[src/rtl/alu_regfile.sv]
// Eight-entry register file with two combinational read ports and one write port,
// feeding a small combinational ALU with a zero-extended 8-bit immediate.
module alu_regfile #(
   parameter int WIDTH     = 16,
   parameter int ADDR_BITS = 3
) (
   input  logic                 clk,
   input  logic                 rst,
   input  logic [ADDR_BITS-1:0] address_a,
   input  logic [ADDR_BITS-1:0] address_b,
   input  logic                 write_enable,
   input  logic [WIDTH-1:0]     write_data,
   input  logic [3:0]           opcode,
   input  logic [7:0]           immediate,
   output logic [WIDTH-1:0]     data_a,
   output logic [WIDTH-1:0]     data_b,
   output logic [WIDTH-1:0]     alu_result,
   output logic                 alu_zero
);

   localparam int unsigned NREGS = 2 ** ADDR_BITS;

   typedef enum logic [3:0] {
      OP_LOAD = 4'b0001,
      OP_ADD  = 4'b0010,
      OP_SUB  = 4'b0011,
      OP_ADDI = 4'b1010,
      OP_SUBI = 4'b1011,
      OP_MOV  = 4'b1110
   } op_t;

   logic [WIDTH-1:0] regs [NREGS];
   logic [WIDTH-1:0] imm_ext;

   always_ff @(posedge clk or posedge rst) begin
      if (rst) begin
         for (int unsigned i = 0; i < NREGS; i++) begin
            regs[i] <= '0;
         end
      end else if (write_enable) begin
         regs[address_a] <= write_data;
      end
   end

   // Reads are unregistered, so a write only becomes visible after its edge.
   assign data_a  = regs[address_a];
   assign data_b  = regs[address_b];
   assign imm_ext = WIDTH'(immediate);

   always_comb begin
      alu_result = '0;
      case (opcode)
         OP_ADD:  alu_result = data_a + data_b;
         OP_ADDI: alu_result = data_a + imm_ext;
         OP_SUB:  alu_result = data_a - data_b;
         OP_SUBI: alu_result = data_a - imm_ext;
         OP_LOAD: alu_result = imm_ext;
         OP_MOV:  alu_result = data_b;
         default: alu_result = '0;
      endcase
   end

   assign alu_zero = (alu_result == '0);

endmodule

[config.mk]
export PLATFORM = sky130hd
export DESIGN_NAME = alu_regfile
export DESIGN_NICKNAME = d
export VERILOG_FILES = /design/src/rtl/alu_regfile.sv
export SDC_FILE = /design/constraint.sdc
export NUM_CORES = 1
export LEC_CHECK = 0
export BUFFER_PORTS_ARGS = -buffer_cell sky130_fd_sc_hd__clkbuf_2
export CORE_ASPECT_RATIO = 1.2
export CORE_MARGIN = 3
export CORE_UTILIZATION = 30
export CTS_BUF_LIST = sky130_fd_sc_hd__clkbuf_4
export DETAILED_ROUTE_END_ITERATION = 16
export PLACE_DENSITY = 0.47
export SLEW_MARGIN = 20
export SYNTH_ARGS = -nofsm -noshare
export SYNTH_HDL_FRONTEND = slang
export SYNTH_SLANG_ARGS = --single-unit
[constraint.sdc]
create_clock -name clk -period 9.1 [get_ports clk]
set_clock_uncertainty 0.2 [all_clocks]
set_input_delay 1.82 -clock clk [delete_from_list [all_inputs] [get_ports clk]]
set_output_delay 1.82 -clock clk [all_outputs]
set_load 0.03 [all_outputs]
==> flow_metrics.py <==
metrics = {
    "worst_setup_path": {
        "data_required_time_of_the_worst_path_ns": 7.08,
        "timing.critical_path.from_type": "primary input",
        "arrival_ns": 6.67,
        "worstSetupPathType": "in -> out",
        "highest_fanout_seen_on_the_critical_path": 11,
        "timing.critical_path.to_type": "primary output",
    },
    "detailed_routing": {
        "num_vias": 7000,
        "router_iterations_before_antenna_repair": 5,
        "routed_wire_length_per_instance_um": 22.1,
        "detailroute.wirelength.met2_um": 14200,
        "drt.antenna.violating_nets": 0,
        "detailroute.wirelength.met3_um": 1400,
        "detail_route.vias_per_cell": 5.42,
        "detail_route.wirelength_um": 28600,
        "post-route-drc-count": 0,
        "met1_wirelength_um": 12400,
        "top_layer_used": "met4",
        "initialDrtViolationCount": 411,
    },
    "synthesis": {
        "synth_warnings": 0,
        "yosys.cell_count.top_type": "sky130_fd_sc_hd__mux2_2",
        "postSynthNetCount": 862,
        "yosysSeqAreaShare_pct": 36.7,
        "synth_enable_flop_cells": 0,
        "ys.flop_type": "sky130_fd_sc_hd__dfrtp_1",
        "synthArstFlopShare_pct": 100,
        "netlist_area_mm2": 0.00873,
        "synth_top_cell_area_share_pct": 36.7,
        "gate_count_of_the_mapped_netlist": 806,
        "ys_top_cells_by_count": "162 x sky130_fd_sc_hd__mux2_2, 128 x sky130_fd_sc_hd__dfrtp_1, 47 x sky130_fd_sc_hd__mux2i_1",
        "yosys-top-cells-area": "sky130_fd_sc_hd__dfrtp_1 37%, sky130_fd_sc_hd__mux2_2 21%, sky130_fd_sc_hd__mux2i_1 5.4%",
        "synth_cell_types": 60,
        "synthesis.area_per_instance_um2": 10.8,
        "synthDominantAreaCellType": "sky130_fd_sc_hd__dfrtp_1",
        "ys_ff_latch": 128,
    },
    "clock_tree": {
        "clock_tree.root_cell": "sky130_fd_sc_hd__clkbuf_4",
        "tritoncts": "built",
        "cts_inserted_buffers": 17,
        "clock_latency_ns": 0.55,
        "cts.sink_count": 128,
        "htree_num_levels": 4,
        "worst_setup_hold_path_clk_slew_ns": 0.12,
        "clk_path_buf_depth": 2,
    },
    "floorplan": {
        "die_w_um": 162,
        "core_area_mm2": 0.0283,
        "initial_utilization_pct": 30.8,
        "io_pins": 86,
        "dieHeight_um": 193,
        "die-area_mm2": 0.0312,
        "rows": 67,
    },
    "pwr": {
        "maximum_ir_drop_on_the_vdd_rail_uv": 77.7,
        "static_power_due_to_leakage_nw": 4.33,
        "power_density_mw_per_mm2": 219,
    },
    "timing": {
        "final_max_tran_viols": 0,
        "finalHoldViolCount": 0,
        "timing_worst_slew_pin_value_ns": 0.896,
        "slack_of_the_critical_path_ns": 0.408,
        "min_period_ns": 8.69,
        "grt_setup_unrepaired": "no",
        "finalCritPeriodShare_pct": 95.5,
        "setup-tns-final_ns": 0,
        "fmax_mhz": 115,
        "slew-limit-headroom_pct": 39.9,
        "setup_violations": 0,
    },
    "flow_run": {
        "cap_viol_max_count": 0,
    },
    "grt": {
        "grt_usage_pct": 18.6,
        "globalRoute.totalOverflow": 0,
        "antenna_found_initial": 1,
        "grt_first_pass_wirelength_um": 44300,
        "first_global_vias": 7215,
        "grt_start_max_net_pins": 71,
    },
    "placed_design": {
        "routabilityCongestion": 0.829,
        "place_ws_ns": 0.389,
        "post-dp-hpwl_um": 21600,
        "placement.io_buffers": 85,
    },
    "layout": {
        "max_flop_register": "regs",
        "largestRegisters": "regs: 128 flops",
        "nNetsFinal": 957,
        "flow.area_growth_from_synthesis_pct": 15.2,
        "largest_register_ff_count": 128,
        "nFillCells": 2938,
        "drive_gt1_share_pct": 38.4,
    },
    "status": {
        "run_status": "complete, no violations",
    },
    "worst_hold_path": {
        "worst_hold_path_type": "reg -> reg",
    },
}
[cell type report]
| cell class | count | area (µm²) | area share (%) |
|---|---|---|---|
| well taps | 379 | 474 | 4.72 |
| clock buffers | 21 | 158 | 1.57 |
| clock inverters | 9 | 141 | 1.41 |
| diodes | 1 | 2.50 | 0.0249 |
| repair buffers | 127 | 753 | 7.49 |
| inverters | 18 | 70.1 | 0.697 |
| flip-flops and latches | 128 | 3200 | 31.9 |
| multi-input cells | 609 | 5250 | 52.2 |
[worst max-delay path: stages]
cell	delay, ns
sky130_fd_sc_hd__buf_2	0.29
sky130_fd_sc_hd__mux2i_1	0.16
sky130_fd_sc_hd__mux4_2	0.55
sky130_fd_sc_hd__ha_1	0.33
sky130_fd_sc_hd__nor2_1	0.04
sky130_fd_sc_hd__a21oi_1	0.13
sky130_fd_sc_hd__o22a_1	0.14
sky130_fd_sc_hd__o21ai_0	0.14
sky130_fd_sc_hd__fa_1	0.47
sky130_fd_sc_hd__a211oi_1	0.30
sky130_fd_sc_hd__o21ai_0	0.25
sky130_fd_sc_hd__a21oi_1	0.30
sky130_fd_sc_hd__o21ai_0	0.15
sky130_fd_sc_hd__a21oi_1	0.23
sky130_fd_sc_hd__xor2_1	0.16
sky130_fd_sc_hd__o21ai_0	0.10
sky130_fd_sc_hd__or4b_1	0.54
sky130_fd_sc_hd__a2111oi_2	0.29
sky130_fd_sc_hd__clkbuf_2	0.26
[kinds of logic after synthesis]
logic type                 Yosys count  share of synthesized area [%]
AOI/OAI and AO/OA                  175                           13.4
xor gates and xnor gates            20                           2.01
adders and majority gates           19                           2.81
buffers and inverters               69                           3.30
DFF                                128                           36.7
muxes                              233                           32.7
and+or+nand+nor                    162                           9.03
[repair_timing]
| action | in CTS | in global routing |
|---|---|---|
| buffers inserted | 0 | 0 |
| hold endpoints to repair | 0 | 0 |
| gates resized for setup | 0 | 2 |
| setup endpoints to repair | 0 | 1 |
| hold buffers | 0 | 0 |
[per-layer routing]
metal	vias up	GRT usage, %
li1	3265	-
met1	3510	23.8
met2	194	32.4
met3	31	2.92
met4	0	6.01
met5	-	0
[stage by stage]
step           total power (W)  std cells  util (%)  hold slack [ns]  cell area [µm²]
6_report               0.00220       1292      35.5            0.337            10100
4_1_cts                0.00221       1291      35.4            0.338            10000
3_5_place_dp           0.00178       1261      34.4            0.310             9740
2_1_floorplan          0.00148        806         -            0.288             8730
5_1_grt                0.00234       1292      35.5            0.365            10100
3_3_place_gp           0.00177       1261      34.4            0.308             9740
[path summary, 6_finish.rpt]
check / startpoint / endpoint / slack, ns / depth (start not counted)
max: address_b[2] / alu_zero / 0.41 / 19
min: regs[106] / regs[106] / 0.34 / 1
max reg2reg: regs[37] / regs[37] / 8.07 / 1
min reg2reg: regs[106] / regs[106] / 0.34 / 1
max in group asynchronous: rst / regs[27] / 6.14 / 3
min in group asynchronous: rst / regs[67] / 1.24 / 2
[cells in the final DEF, fill, tap and decap left out, types with 14 or more instances in the layout]
cell type,count
sky130_fd_sc_hd__a21oi_1,38
sky130_fd_sc_hd__a22oi_1,17
sky130_fd_sc_hd__buf_4,41
sky130_fd_sc_hd__clkbuf_2,84
sky130_fd_sc_hd__clkbuf_4,21
sky130_fd_sc_hd__dfrtp_1,128
sky130_fd_sc_hd__ha_1,18
sky130_fd_sc_hd__inv_1,17
sky130_fd_sc_hd__mux2_2,162
sky130_fd_sc_hd__mux2i_1,47
sky130_fd_sc_hd__mux4_2,17
sky130_fd_sc_hd__nand2_1,43
sky130_fd_sc_hd__nor2_1,46
sky130_fd_sc_hd__nor3_1,14
sky130_fd_sc_hd__o21ai_0,37
sky130_fd_sc_hd__o22ai_1,15
[where the power goes]
group          leakage, nW  internal, W  switching, W
combinational         2.63     0.000423      0.000544
sequential            1.54     0.000694      0.000107
clock                0.166     0.000224      0.000204
total                 4.33      0.00134      0.000855
No activity file was read; power rests on OpenSTA's default activity.
